`src/rtl/adder_pkg.sv`:
```
// Shared definitions for the serial adder: FSM state encoding and a
// constant-function log2 used to size the digit counter.
package adder_pkg;

  typedef enum logic [1:0] {
    IDLE = 2'd0,
    RUN  = 2'd1,
    DONE = 2'd2
  } state_t;

  // Ceiling log2 for elaboration-time sizing; clog2(1) == 0.
  function automatic int clog2(input int value);
    int r;
    r = 0;
    for (int v = value - 1; v > 0; v = v >> 1) r++;
    return r;
  endfunction

endpackage

```
`src/rtl/h_adder.sv`:
```
// Single-bit half adder, the leaf cell of the ripple-carry chain.
module h_adder (
  input  logic a,
  input  logic b,
  output logic s,
  output logic c
);

  assign s = a ^ b;
  assign c = a & b;

endmodule

```
`src/rtl/rc_adder.sv`:
```
// Combinational W-bit ripple-carry adder. Besides the carry-out it exposes
// the carry into the top bit so the caller can form signed overflow.
module rc_adder #(
  parameter int W = 1
) (
  input  logic [W-1:0] x,
  input  logic [W-1:0] y,
  input  logic         ci,
  output logic [W-1:0] s,
  output logic         co,
  output logic         c_msb
);

  // Each bit is a full adder made from two half adders; the carry for each
  // bit lives in its own generate scope so the chain is a plain net per bit.
  for (genvar i = 0; i < W; i++) begin : g_bit
    logic c_in;
    logic c_out;
    logic s1;
    logic c1;
    logic c2;

    if (i == 0) begin : g_first
      assign c_in = ci;
    end else begin : g_chain
      assign c_in = g_bit[i-1].c_out;
    end

    h_adder u_ha0 (.a(x[i]), .b(y[i]), .s(s1),   .c(c1));
    h_adder u_ha1 (.a(s1),   .b(c_in), .s(s[i]), .c(c2));

    assign c_out = c1 | c2;
  end

  assign co    = g_bit[W-1].c_out;
  assign c_msb = g_bit[W-1].c_in;

endmodule

```
`src/rtl/serial_adder.sv`:
```
// Multi-cycle carry-propagate adder: adds DIGIT bits per clock, so one
// WIDTH-bit add takes WIDTH/DIGIT cycles. start/ready/done handshake;
// sum, carry-out and signed overflow are held until the next result.
module serial_adder
  import adder_pkg::*;
#(
  parameter int WIDTH = 8,
  parameter int DIGIT = 1
) (
  input  logic             clk,
  input  logic             rst,
  input  logic             start,
  input  logic [WIDTH-1:0] a,
  input  logic [WIDTH-1:0] b,
  input  logic             cin,
  output logic             ready,
  output logic [WIDTH-1:0] sum,
  output logic             cout,
  output logic             ovf,
  output logic             done
);

  localparam int N  = WIDTH / DIGIT;
  localparam int CW = clog2(N) + 1;
  localparam logic [CW-1:0] LAST = CW'(N - 1);

  if (WIDTH < 2 || DIGIT < 1 || (WIDTH % DIGIT) != 0) begin : g_param_check
    $error("serial_adder: WIDTH must be >= 2 and an integer multiple of DIGIT");
  end

  state_t           state;
  state_t           state_nxt;
  logic             accept;
  logic             step;
  logic             last;
  logic [CW-1:0]    cnt;
  logic [WIDTH-1:0] opa;
  logic [WIDTH-1:0] opb;
  logic             carry;
  logic [DIGIT-1:0] dig_s;
  logic             dig_co;
  logic             dig_cmsb;
  logic [WIDTH-1:0] res_nxt;

  // Next-state and handshake decode; the unused encoding behaves as IDLE.
  // NOTE: every output of this block gets a default first so no path leaves
  // a signal unassigned, which would otherwise infer a latch.
  always_comb begin
    state_nxt = state;
    accept    = 1'b0;
    step      = 1'b0;
    last      = 1'b0;
    ready     = 1'b0;
    done      = 1'b0;
    case (state)
      RUN: begin
        step = 1'b1;
        last = (cnt == LAST);
        if (last) state_nxt = DONE;
      end
      DONE: begin
        done      = 1'b1;
        state_nxt = IDLE;
      end
      default: begin
        ready = 1'b1;
        if (start) begin
          accept    = 1'b1;
          state_nxt = RUN;
        end
      end
    endcase
  end

  // State register with synchronous reset.
  // NOTE: sequential state uses non-blocking assignments so every register
  // samples its inputs from before the edge, independent of block ordering.
  always_ff @(posedge clk) begin
    if (rst) state <= IDLE;
    else     state <= state_nxt;
  end

  // One digit of the add: low DIGIT bits of each operand plus the running carry.
  rc_adder #(.W(DIGIT)) u_digit (
    .x     (opa[DIGIT-1:0]),
    .y     (opb[DIGIT-1:0]),
    .ci    (carry),
    .s     (dig_s),
    .co    (dig_co),
    .c_msb (dig_cmsb)
  );

  // Result shift register: each new digit enters at the top. Only the upper
  // WIDTH-DIGIT bits need storing, since the newest digit comes straight from
  // the adder; with a single digit there is nothing to store at all.
  if (DIGIT == WIDTH) begin : g_no_res
    assign res_nxt = dig_s;
  end else begin : g_res
    logic [WIDTH-DIGIT-1:0] res;

    assign res_nxt = {dig_s, res};

    // Partial-result shift register, advanced once per processed digit.
    always_ff @(posedge clk) begin
      if (rst)       res <= '0;
      else if (step) res <= res_nxt[WIDTH-1:DIGIT];
    end
  end

  // Operand/carry shifting, digit counter and result output registers.
  // NOTE: all datapath registers are reset, so an add aborted by rst leaves
  // no stale operands or partial carry behind and the outputs read zero.
  always_ff @(posedge clk) begin
    if (rst) begin
      cnt   <= '0;
      opa   <= '0;
      opb   <= '0;
      carry <= 1'b0;
      sum   <= '0;
      cout  <= 1'b0;
      ovf   <= 1'b0;
    end else if (accept) begin
      cnt   <= '0;
      opa   <= a;
      opb   <= b;
      carry <= cin;
    end else if (step) begin
      cnt   <= cnt + CW'(1);
      opa   <= opa >> DIGIT;
      opb   <= opb >> DIGIT;
      carry <= dig_co;
      if (last) begin
        sum  <= res_nxt;
        cout <= dig_co;
        ovf  <= dig_cmsb ^ dig_co;
      end
    end
  end

endmodule

```
`config.mk`:
```
export PLATFORM = sky130hd
export DESIGN_NAME = serial_adder
export DESIGN_NICKNAME = d
export VERILOG_FILES = /design/src/rtl/adder_pkg.sv /design/src/rtl/h_adder.sv /design/src/rtl/rc_adder.sv /design/src/rtl/serial_adder.sv
export SDC_FILE = /design/constraint.sdc
export NUM_CORES = 1
export LEC_CHECK = 0
export ABC_CLOCK_PERIOD_IN_PS = 3300
export CAP_MARGIN = 0
export CORE_MARGIN = 8
export CORE_UTILIZATION = 50
export CTS_CLUSTER_SIZE = 10
export DETAILED_ROUTE_END_ITERATION = 16
export PLACE_DENSITY_LB_ADDON = 0.25
export REMOVE_ABC_BUFFERS = 1
export SYNTH_ARGS = -nofsm -noshare
export SYNTH_HDL_FRONTEND = slang
export SYNTH_SLANG_ARGS = --single-unit
```
`constraint.sdc`:
```
create_clock -name clk -period 3.3 [get_ports clk]
set_clock_uncertainty 0.05 [all_clocks]
set_input_delay 0.66 -clock clk [delete_from_list [all_inputs] [get_ports clk]]
set_output_delay 0.66 -clock clk [all_outputs]
set_load 0.03 [all_outputs]
```
==> results of run 1 <==
layout make-up:
| class | count | area, µm² | area share [%] |
|---|---|---|---|
| Tap cell | 46 | 57.56 | 2.676 |
| Sequential cell | 40 | 800.8 | 37.23 |
| Multi-Input combinational cell | 120 | 893.4 | 41.54 |
| Clock buffer | 8 | 58.81 | 2.734 |
| Inverter | 2 | 7.507 | 0.3490 |
| Timing Repair Buffer | 34 | 332.8 | 15.47 |
per-layer routing:
layer	wire length [µm]	share of wire [%]	vias to the layer above	GRT usage, %
met5	0	0	-	0
met4	57	1.7	0	5.757
met3	152	4.6	8	3.421
met2	1664	50	26	22.15
met1	1461	44	613	13.31
li1	-	-	659	-
power by group:
part | total, mW | switching, mW | internal [mW]
clock network | 0.253 | 0.148 | 0.105
logic | 0.162 | 0.0793 | 0.0822
registers | 0.527 | 0.0172 | 0.510
how the worst min path moves through the flow:
| stage | slack, ns | endpoint | from |
|---|---|---|---|
| 2_1_floorplan | 0.40 | sum[0] | g_res.res[0] |
| 3_5_place_dp | 0.41 | sum[1] | sum[1] |
| 4_1_cts | 0.43 | sum[6] | sum[6] |
| 6_report | 0.43 | sum[3] | sum[3] |
| 5_1_grt | 0.45 | sum[3] | sum[3] |
| 3_3_place_gp | 0.41 | sum[3] | sum[3] |
kinds of logic after synthesis:
group                      Yosys count
and+or+nand+nor                     56
adders and majority gates            5
buffers and inverters               15
xor gates and xnor gates             4
DFF                                 40
AOI/OAI and AO/OA                   23
muxes                               32
flip-flops by register name (all words and copies together) (netlist names):
signal / cells
carry: 1
cnt: 4
cout: 1
g_res.res: 7
opa: 8
opb: 8
ovf: 1
state: 2
sum: 8
worst max-delay path, cell delays in order, from the launching register on:
cell and delay [ns]:
dfxtp_1 0.39, inv_1 0.08, ha_1 0.32, clkdlybuf4s50_1 0.68
through the flow:
step | worst slack (ns) | hold slack [ns]
floorplan | 1.148 | 0.4006
global placement | 1.214 | 0.4070
detailed placement | 1.162 | 0.4123
CTS | 0.7643 | 0.4336
global route | 0.6838 | 0.4469
finish | 0.7839 | 0.4288
layout by cell type, fill, tap and decap left out, types with 3 or more instances in the layout:
cell              n
dfxtp_1          40
mux2i_1          32
clkdlybuf4s50_1  31
nor2_1           23
nand2b_1         18
a211oi_1         15
clkbuf_4          5
nor3_1            4
nand2_1           4
ha_1              4
buf_4             3
==> flow_summary.json, run 1 <==
{
  "rr_endpoint": "sum[7]",
  "ant_nets": 0,
  "hold_viol_final": 0,
  "startpoint": "state[0]",
  "finalPower_mw": 0.9415,
  "grtUsageTotal_pct": 12.44,
  "cp-endpoint": "ready",
  "ys_ff_latch": 40,
  "syn_area_mm2": 0.001780,
  "synthAdderAreaFrac_pct": 3.935,
  "synth_edf_count": 0,
  "max_slew_margin_pct": 57.71,
  "synth_commonest_cells": "dfxtp_1, mux2i_1, nor2_1, nand2b_1, a211oi_1",
  "diodes": 0,
  "grt_max_degree": 51,
  "synth.distinct_cells": 30,
  "synth-compound-area-share_pct": 9.838,
  "synth_area_leaders": "dfxtp_1, mux2i_1, a211oi_1",
  "clkSinkCount": 40,
  "synth_flop_cell": "dfxtp_1",
  "areaGrowthSynthToFinish_pct": 20.80,
  "ys.warnings.count": 0,
  "setup_violations": 0,
  "synth-xor-area-share_pct": 1.968,
  "fin_cells": 250,
  "holdPathStages": 2,
  "synth_seq_area_share_pct": 44.98,
  "reg2reg_depth": 5,
  "clkTransAtPathRegs_ns": 0.11,
  "core_mm2": 0.003390,
  "start_kind": "flip-flop",
  "cts_root_buffer": "clkbuf_4",
  "place_hpwl_mm": 2.378,
  "clk_latency_ns": 0.34,
  "die_area_mm2": 0.005727,
  "wirelength_mm": 3.336,
  "ctsHoldBuffers": 0,
  "crit_path_end_kind": "primary output",
  "required_ns": 2.59,
  "die_w_um": 75.68,
  "period_needed_ns": 2.516,
  "synthSimpleGateAreaFrac_pct": 16.44,
  "synth.top_cell.area_share_pct": 44.98,
  "critPathKind": "reg2out",
  "io_buffer_count": 31,
  "initial_core_util_pct": 52.53,
  "worst_ep_arrival_time_ns": 1.81,
  "drive_above_1_share_pct": 6.863,
  "power_density_mw_per_mm2": 437.8,
  "cts_max_path_buffers": 2,
  "h-tree-depth": 2,
  "muxShareOfSynthArea_pct": 17.99,
  "fillers": 314,
  "cts_made_buffers": 5,
  "postCtsSetupBuffers": 0,
  "vias": 1306,
  "grt_pass1_vias": 1288,
  "worst_pin_slew_ns": 0.6343,
  "regToRegStartpoint": "state[1]",
  "postSynthAreaPerCell_um2": 10.17,
  "drv_slew": 0,
  "synth_top_family_by_area": "multiplexers",
  "final_core_util_pct": 63.46,
  "period_share_pct": 76.25,
  "cts_tree": "built",
  "fin_area_mm2": 0.002151,
  "wl_per_cell_um": 13.34,
  "antenna_found_initial": 0,
  "die_h_um": 75.68,
  "critPathMaxFanout": 4,
  "num_rows": 21,
  "post-synth-top-count-cell": "dfxtp_1",
  "io_pins": 32,
  "reg2reg_slack_ns": 1.31,
  "grt_pass1_wl_mm": 5.444,
  "drc_errors": 0,
  "ir_worst_vdd_uv": 245.6,
  "dr.first_iter.drc_count": 64,
  "rsz0062_at_grt": "false",
  "maxCapViolations": 0,
  "leakage_nw": 0.7482,
  "synth-async-reset-ratio_pct": 0,
  "globalplace.congestion": 0.6901,
  "hold_path.class": "reg2reg",
  "gr-total-overflow": 0,
  "dr.pass1.iters": 4,
  "fin_nets": 228,
  "cts_resized": 0,
  "yosysTopAreaCell": "dfxtp_1",
  "dp.cells": 242,
  "tns_ns": 0,
  "outcome": "finished, final reports clean",
  "syn-instance-count": 175,
  "via_per_inst": 5.224,
  "fmax_ghz": 0.3974,
  "placed_area_mm2": 0.002092
}
(Power assumes the default switching activity.)
==> inputs of run 2 (changes only) <==
--- a/config.mk
+++ b/config.mk
@@ -5,10 +5,10 @@
 export SDC_FILE = /design/constraint.sdc
 export NUM_CORES = 1
 export LEC_CHECK = 0
-export ABC_CLOCK_PERIOD_IN_PS = 3300
+export ABC_CLOCK_PERIOD_IN_PS = 2130
 export CAP_MARGIN = 0
 export CORE_MARGIN = 8
-export CORE_UTILIZATION = 50
+export CORE_UTILIZATION = 46
 export CTS_CLUSTER_SIZE = 10
 export DETAILED_ROUTE_END_ITERATION = 16
 export PLACE_DENSITY_LB_ADDON = 0.25
==> constraint.sdc (replaced) <==
create_clock -name clk -period 2.13 [get_ports clk]
set_clock_uncertainty 0.05 [all_clocks]
set_input_delay 0.426 -clock clk [delete_from_list [all_inputs] [get_ports clk]]
set_output_delay 0.426 -clock clk [all_outputs]
set_load 0.03 [all_outputs]
==> run 2 against run 1 <==
Against the previous run: total power increased by 70%; die area grew 6.8%; critical path depth unchanged; via count is 0.92% lower; count of clock-buffer cells in the layout shrank 1; first-iteration DRC count is 50% higher; combinational power is 59% higher; utilization decreased by 3.2 points; critical path type unchanged; largest power group unchanged; critical endpoint is now done.
==> flow_summary.json, run 2 (same netlist as run 1, synthesis figures left out) <==
{
  "die_area_mm2": 0.006118,
  "core_mm2": 0.003689,
  "setup_violations": 0,
  "seq_power_share_pct": 51.0,
  "fin_nets": 231,
  "place_hpwl_mm": 2.362,
  "outcome": "finished, final reports clean",
  "fillers": 319,
  "h-tree-depth": 2,
  "comb_power_share_pct": 16.0,
  "critPathKind": "reg2out",
  "cts_tree": "built",
  "initial_core_util_pct": 48.27,
  "switching_share_pct": 25.77,
  "areaGrowthSynthToFinish_pct": 24.81,
  "crit_cells": 3,
  "fmax_ghz": 0.4905,
  "finalPower_mw": 1.600,
  "top_regs": "opa x8, opb x8, sum x8",
  "path_buf_inv": 2,
  "p_int_mw": 1.187,
  "period_needed_ns": 2.039,
  "grtUsageTotal_pct": 11.10,
  "critPathMaxFanout": 3,
  "ant_nets": 0,
  "dr.first_iter.drc_count": 96,
  "cpLargestDelayFamily": "buffers and inverters",
  "clkSinkCount": 40,
  "grt_max_degree": 51,
  "io_pins": 32,
  "drv_slew": 0,
  "period_share_pct": 95.71,
  "cts_max_path_buffers": 2,
  "clk_latency_ns": 0.30,
  "final_cell_mix": "dfxtp_1, mux2i_1, clkdlybuf4s50_1, nor2_1, nand2b_1",
  "die_h_um": 78.22,
  "diodes": 0,
  "drive_above_1_share_pct": 8.696,
  "slowest_delay_ns": 0.67,
  "hold_viol_final": 0,
  "leakage_nw": 0.7790,
  "dr.pass1.iters": 4,
  "clkTransAtPathRegs_ns": 0.08,
  "io_buffer_count": 31,
  "grt_pass1_wl_mm": 5.478,
  "antenna_found_initial": 0,
  "required_ns": 1.65,
  "power_density_mw_per_mm2": 719.9,
  "worst_pin_slew_ns": 0.3088,
  "drc_errors": 0,
  "globalplace.congestion": 0.7019,
  "tns_ns": 0,
  "reg2reg_depth": 5,
  "maxCapViolations": 0,
  "gr-total-overflow": 0,
  "crit_path_end_kind": "primary output",
  "hold_path.class": "reg2reg",
  "switching_power_mw": 0.4123,
  "final_core_util_pct": 60.24,
  "max_slew_margin_pct": 79.35,
  "start_kind": "flip-flop",
  "ctsHoldBuffers": 0,
  "vias": 1294,
  "grt_pass1_vias": 1276,
  "cp_cell_sequence": "inv_1, ha_1, clkdlybuf4s50_1",
  "final_common_cell": "dfxtp_1",
  "die_w_um": 78.22,
  "num_rows": 22,
  "postCtsSetupBuffers": 0,
  "ir_worst_vdd_uv": 412.4,
  "cts_root_buffer": "clkbuf_8",
  "holdPathStages": 2,
  "rsz0062_at_grt": "false",
  "worst_ep_arrival_time_ns": 1.56,
  "p_clk_share_pct": 32.9,
  "wl_per_cell_um": 13.00,
  "via_per_inst": 5.075,
  "cts_made_buffers": 5,
  "slowest_stage": "clkdlybuf4s50_1",
  "wirelength_mm": 3.316
}
-- run 2: per-stage QoR --
| step | cells | setup slack [ns] | hold slack [ns] | instance area (µm²) |
|---|---|---|---|---|
| floorplan | 162 | -0.02247 | 0.4006 | 1702 |
| global placement | 247 | 0.2805 | 0.4063 | 2130 |
| detailed placement | 247 | 0.2277 | 0.4120 | 2130 |
| CTS | 255 | 0.07002 | 0.4272 | 2222 |
| global route | 255 | 0.004673 | 0.4462 | 2222 |
| finish | 255 | 0.09145 | 0.4270 | 2222 |
-- run 2: what timing repair did --
| item | in CTS | in global routing |
|---|---|---|
| endpoints found under the hold margin | 0 | 0 |
| gates resized for setup | 1 | 0 |
| endpoints found under the setup margin | 1 | 0 |
-- run 2: layout make-up --
class | count | area (µm²) | area share [%]
Inverter | 2 | 7.507 | 0.3378
Sequential cell | 40 | 800.8 | 36.04
Clock inverter | 1 | 7.507 | 0.3378
Multi-Input combinational cell | 120 | 893.4 | 40.20
Clock buffer | 7 | 86.33 | 3.885
Tap cell | 48 | 60.06 | 2.703
Timing Repair Buffer | 37 | 366.6 | 16.50
-- run 2: worst paths after layout --
check | slack [ns] | start | to
setup / recovery | 0.09 | state[0] | done
hold / removal | 0.43 | cout | cout
setup reg to reg | 0.54 | state[1] | sum[0]
hold reg to reg | 0.43 | cout | cout
-- run 2: layer usage --
metal	global-route usage, %	vias to the layer above	part of all wire [%]
met4	7.778	0	3.0
met5	0	-	0
met2	18.06	30	47
met3	3.872	9	4.8
li1	-	666	-
met1	11.80	589	46
-- run 2: power groups by stage --
stage / combinational [mW] / sequential [mW] / clock, mW
after floorplan: 0.164 / 0.827 / 0
after global placement: 0.251 / 0.832 / 0
after detailed placement: 0.260 / 0.833 / 0
after CTS: 0.259 / 0.816 / 0.537
after global routing: 0.279 / 0.821 / 0.570
final: 0.257 / 0.816 / 0.527
-- run 2: worst register-to-register path, stage by stage, from the launching register on --
cell and delay [ns]:
dfxtp_1 0.32, inv_1 0.10, ha_1 0.23, and4b_4 0.29
and3_4 0.31, mux2i_1 0.23
==> inputs of run 3 (changes only) <==
--- a/config.mk
+++ b/config.mk
@@ -13,6 +13,7 @@
 export DETAILED_ROUTE_END_ITERATION = 16
 export PLACE_DENSITY_LB_ADDON = 0.25
 export REMOVE_ABC_BUFFERS = 1
+export SETUP_SLACK_MARGIN = 0.5
 export SYNTH_ARGS = -nofsm -noshare
 export SYNTH_HDL_FRONTEND = slang
 export SYNTH_SLANG_ARGS = --single-unit
==> constraint.sdc (replaced) <==
create_clock -name clk -period 2.13 [get_ports clk]
set_clock_uncertainty 0.05 [all_clocks]
set_input_delay 0.426 -clock clk [delete_from_list [all_inputs] [get_ports clk]]
set_output_delay 0.426 -clock clk [all_outputs]
set_load 0.02 [all_outputs]
==> run 3 against run 2 <==
Against the previous run: combinational power barely moved; flip-flop and latch count did not move; utilization barely moved; critical path type unchanged; critical endpoint is now ready.
==> flow_summary.json, run 3 (same netlist as run 1, synthesis figures left out) <==
{
  "clkSinkCount": 40,
  "power_density_mw_per_mm2": 708.6,
  "wirelength_mm": 3.377,
  "die_w_um": 78.22,
  "top_regs": "opa x8, opb x8, sum x8",
  "start_kind": "flip-flop",
  "h-tree-depth": 2,
  "io_pins": 32,
  "fin_nets": 232,
  "via_per_inst": 5.027,
  "vias": 1287,
  "drc_errors": 0,
  "areaGrowthSynthToFinish_pct": 24.74,
  "core_mm2": 0.003689,
  "worst_pin_slew_ns": 0.3144,
  "io_buffer_count": 31,
  "critPathKind": "reg2out",
  "ir_worst_vdd_uv": 390.0,
  "tns_ns": 0,
  "gr-total-overflow": 0,
  "fmax_ghz": 0.6338,
  "hold_viol_final": 0,
  "ant_nets": 0,
  "die_area_mm2": 0.006118,
  "final_cell_mix": "dfxtp_1, mux2i_1, nor2_1, clkdlybuf4s50_1, nand2b_1",
  "drv_slew": 0,
  "place_hpwl_mm": 2.432,
  "reg2reg_slack_ns": 0.55,
  "cts_tree": "built",
  "crit_path_end_kind": "primary output",
  "finalPower_mw": 1.574,
  "drive_above_1_share_pct": 10.58,
  "fillers": 326,
  "hold_path.class": "reg2reg",
  "diodes": 0,
  "clkTransAtPathRegs_ns": 0.07,
  "grt_pass1_vias": 1343,
  "required_ns": 1.65,
  "leakage_nw": 0.8377,
  "period_share_pct": 74.08,
  "rsz0062_at_grt": "true",
  "cts_max_path_buffers": 2,
  "critPathMaxFanout": 4,
  "setup_violations": 0,
  "antenna_found_initial": 0,
  "initial_core_util_pct": 48.27,
  "whs_ns": 0.4204,
  "cts_root_buffer": "clkbuf_8",
  "num_rows": 22,
  "grt_pass1_wl_mm": 5.685,
  "period_needed_ns": 1.578,
  "dr.first_iter.drc_count": 76,
  "wl_per_cell_um": 13.19,
  "grt_max_degree": 51,
  "die_h_um": 78.22,
  "dr.pass1.iters": 4,
  "max_slew_margin_pct": 79.04,
  "clk_latency_ns": 0.28,
  "final_common_cell": "dfxtp_1",
  "grtUsageTotal_pct": 11.18,
  "cts_made_buffers": 5,
  "outcome": "finished, final reports clean",
  "worst_ep_arrival_time_ns": 1.10,
  "globalplace.congestion": 0.6910,
  "maxCapViolations": 0
}
## run 3: changes by cell type in the layout (fill, tap and decap cells not counted), sizes merged
cell	delta
clkinvlp	-1
clkbuf	+1
clkdlybuf4s50	-11
and3	+1
buf	+2
dlygate4sd2	+9
## run 3: report_power, final
group	leakage (nW)	switching, mW	total, mW	internal, mW
Clock	0.0455	0.234	0.498	0.264
Combinational	0.465	0.122	0.258	0.137
Sequential	0.327	0.0263	0.817	0.791
Total	0.838	0.382	1.57	1.19
## run 3: final cells by class
cell class	count	area, µm²	area share (%)
Multi-Input combinational cell	121	913.4	41.13
Sequential cell	40	802.0	36.11
Timing Repair Buffer	37	347.8	15.66
Clock buffer	8	90.09	4.056
Tap cell	48	60.06	2.704
Inverter	2	7.507	0.3380
## run 3: layer usage
metal | wire (µm) | part of all wire [%] | vias up | track usage (%)
met5 | 0 | 0 | - | 0
met4 | 50 | 1.5 | 0 | 5.000
met3 | 157 | 4.6 | 7 | 3.303
met2 | 1675 | 50 | 25 | 20.55
met1 | 1494 | 44 | 588 | 11.38
li1 | - | - | 667 | -
## run 3: through the flow
step	std cells	cell area [µm²]	worst slack, ns	util (%)
after floorplan	162	1702	0.03147	-
after global placement	247	2130	0.3445	57.73
after detailed placement	247	2130	0.3144	57.73
after CTS	255	2205	0.4698	59.77
after global routing	256	2221	0.4877	60.21
final	256	2221	0.5522	60.21
## run 3: worst paths after layout
check	start	to	depth (start not counted)
setup / recovery	state[0]	ready	3
hold reg to reg	cout	cout	2
hold / removal	cout	cout	2
setup reg to reg	state[1]	sum[2]	5
## run 3: worst max-delay path: stages (launching register included)
cell and delay, ns:
dfxtp_2 0.34, inv_1 0.08, ha_4 0.27, buf_4 0.13
## run 3: what timing repair did
item	in CTS	in global routing
hold buffers	0	0
pin swaps	0	0
setup buffers	0	0
gates cloned	0	1
endpoints found under the setup margin	12	6
gates resized for setup	18	3
==> variant (settings of run 3) <==
Change the parameter `WIDTH` from 8 to 9.
--- a/src/rtl/serial_adder.sv
+++ b/src/rtl/serial_adder.sv
@@ -4,7 +4,7 @@
 module serial_adder
   import adder_pkg::*;
 #(
-  parameter int WIDTH = 8,
+  parameter int WIDTH = 9,
   parameter int DIGIT = 1
 ) (
   input  logic             clk,
Interface: changed (resized a, b and sum); port bits go from 32 to 35. The function was not compared with the original's and may differ.
==> variant against run 3 <==
  * Synthesized cell count is 15% higher
  * Critical path depth stayed put
  * Sequential share of layout area is essentially flat
  * Core utilization fell by 1.9 points
  * Global-route usage up 0.82 points
  * First-iteration DRC count is 2.6% lower
  * Setup slack got worse by 0.013 ns
  * Largest cell class unchanged
  * Routed wire length is 9.1% higher
  * Cell area increased by 13%
  * Sequential cell count grew 5
  * Highest routed layer unchanged
  * Synthesized area rose by 14%
Power is not compared: it rests on default switching activity, and its combinational part moved more than twofold at a synthesized area within 25%.
==> variant: results (changes against run 3) <==
| Metric | Value |
|---|---|
| Clock slew at reported path FFs | 0.08 ns |
| Fin cells | 285 (+11%) |
| Placed cell count | 277 (+12%) |
| Status | finished, final reports clean |
| Slew @ Worst Pin | 0.3078 ns (-0.006639 ns) |
| Regs by FF count | opa (9), opb (9), sum (9) |
| Net count, final | 261 (+13%) |
| Routed len/inst | 12.92 um (-2.0%) |
| Drt initial violations | 74 (-2.6%) |
| Adder-cell share of the synthesized area | 4.062% (+0.13 points) |
| Setup WS pre-CTS | 0.2997 ns (-0.01476 ns) |
| Ant. Diodes | 0 (unchanged) |
| Worst ir drop on vdd | 0.5383 mV |
| Syn avg cell area | 10.07 um^2 (-1.1%) |
| Proportion of synthesized area in mux cells | 18.71% (+0.72 points) |
| Largest net degree at the start of global routing | 58 (+14%) |
| Vias | 1451 (+13%) |
| Share of layout cells above drive strength 1 | 9.442% (-1.1 points) |
| First-pass GRT wire length | 6334 um (+11%) |
| Routability cong. | 0.7657 (+11%) |
| Filler instances | 387 (+19%) |
| Sequential fraction of the synthesis area | 44.31% (-0.67 points) |
| XOR/XNOR share of the synthesized area | 2.154% (+0.19 points) |
| Port Buf Inserts | 34 (+9.7%) |
| Min-delay src | sum[1] |
| Worst-path maximum fanout | 4 (unchanged) |
| Ranking of synthesized cells by area | dfxtp_1, mux2i_1, nand2b_1, a211oi_1, nor2_1 |
| DP HPWL | 2484 um (+2.1%) |
| Initial antenna violation count | 0 (unchanged) |
| Synth top cells by count | dfxtp_1, mux2i_1, nor2_1 |
| CTS Buf Count | 5 (unchanged) |
| Dpl cell area | 2392 um^2 (+12%) |
| GR Util All Layers | 12.01% (+0.82 points) |
| Vias in the first global route | 1430 (+6.5%) |
| Compound-Gate Fraction of Synth Area | 8.431% (-1.4 points) |
| Netlist cell types | 25 (-17%) |
-- variant: cell types whose count changed in the layout (fill, tap and decap cells not counted), moves of 2 or more --
cell and change:
buf_6 +3, inv_1 +2, buf_4 -3, mux2i_1 +6, dfxtp_1 +5, a211oi_1 +2, nand2b_1 +6, nor2_1 +2
-- variant: logic make-up after synthesis --
group / Yosys count
flops: 45
fa+ha+maj: 6
xor+xnor: 5
compound gates: 23
mux: 38
buf+inv: 20
simple gates: 65
-- variant: final cells by class --
cell class	count	share of cell area (%)
multi-input cells	137	41.90
flip-flops and latches	45	36.15
repair buffers	40	15.30
clock buffers	7	3.450
well taps	52	2.600
inverters	4	0.6000
-- variant: path summary, 6_finish.rpt --
kind | end | slack [ns] | cells after the start
worst max-delay path | ready | 0.54 | 3
worst min register to register | sum[1] | 0.42 | 2
worst min-delay path | sum[1] | 0.42 | 2
worst max register to register | state[0] | 0.60 | 5
-- variant: report_power, final --
group / internal (mW) / switching (mW) / total, mW / leakage [nW]
logic: 0.336 / 0.332 / 0.667 / 0.526
clock network: 0.257 / 0.265 / 0.523 / 0.0443
registers: 0.947 / 0.0651 / 1.01 / 0.368
total: 1.54 / 0.662 / 2.20 / 0.938
-- variant: critical path, stage by stage, from the launching register on --
cell	delay, ns
dfxtp_4	0.35
inv_1	0.06
ha_4	0.27
buf_4	0.13
-- variant: layer usage --
metal  track usage, %  part of all wire, %
met5                0                    0
met4            4.737                  1.3
met3            4.870                  5.9
met2            19.26                   47
met1            13.96                   46
-- variant: what timing repair did --
item | 4_1_cts | 5_1_grt
buffers inserted | 0 | 1
cloned | 0 | 0
setup endpoints to repair | 14 | 28
hold buffers | 0 | 0
resized for setup | 20 | 7
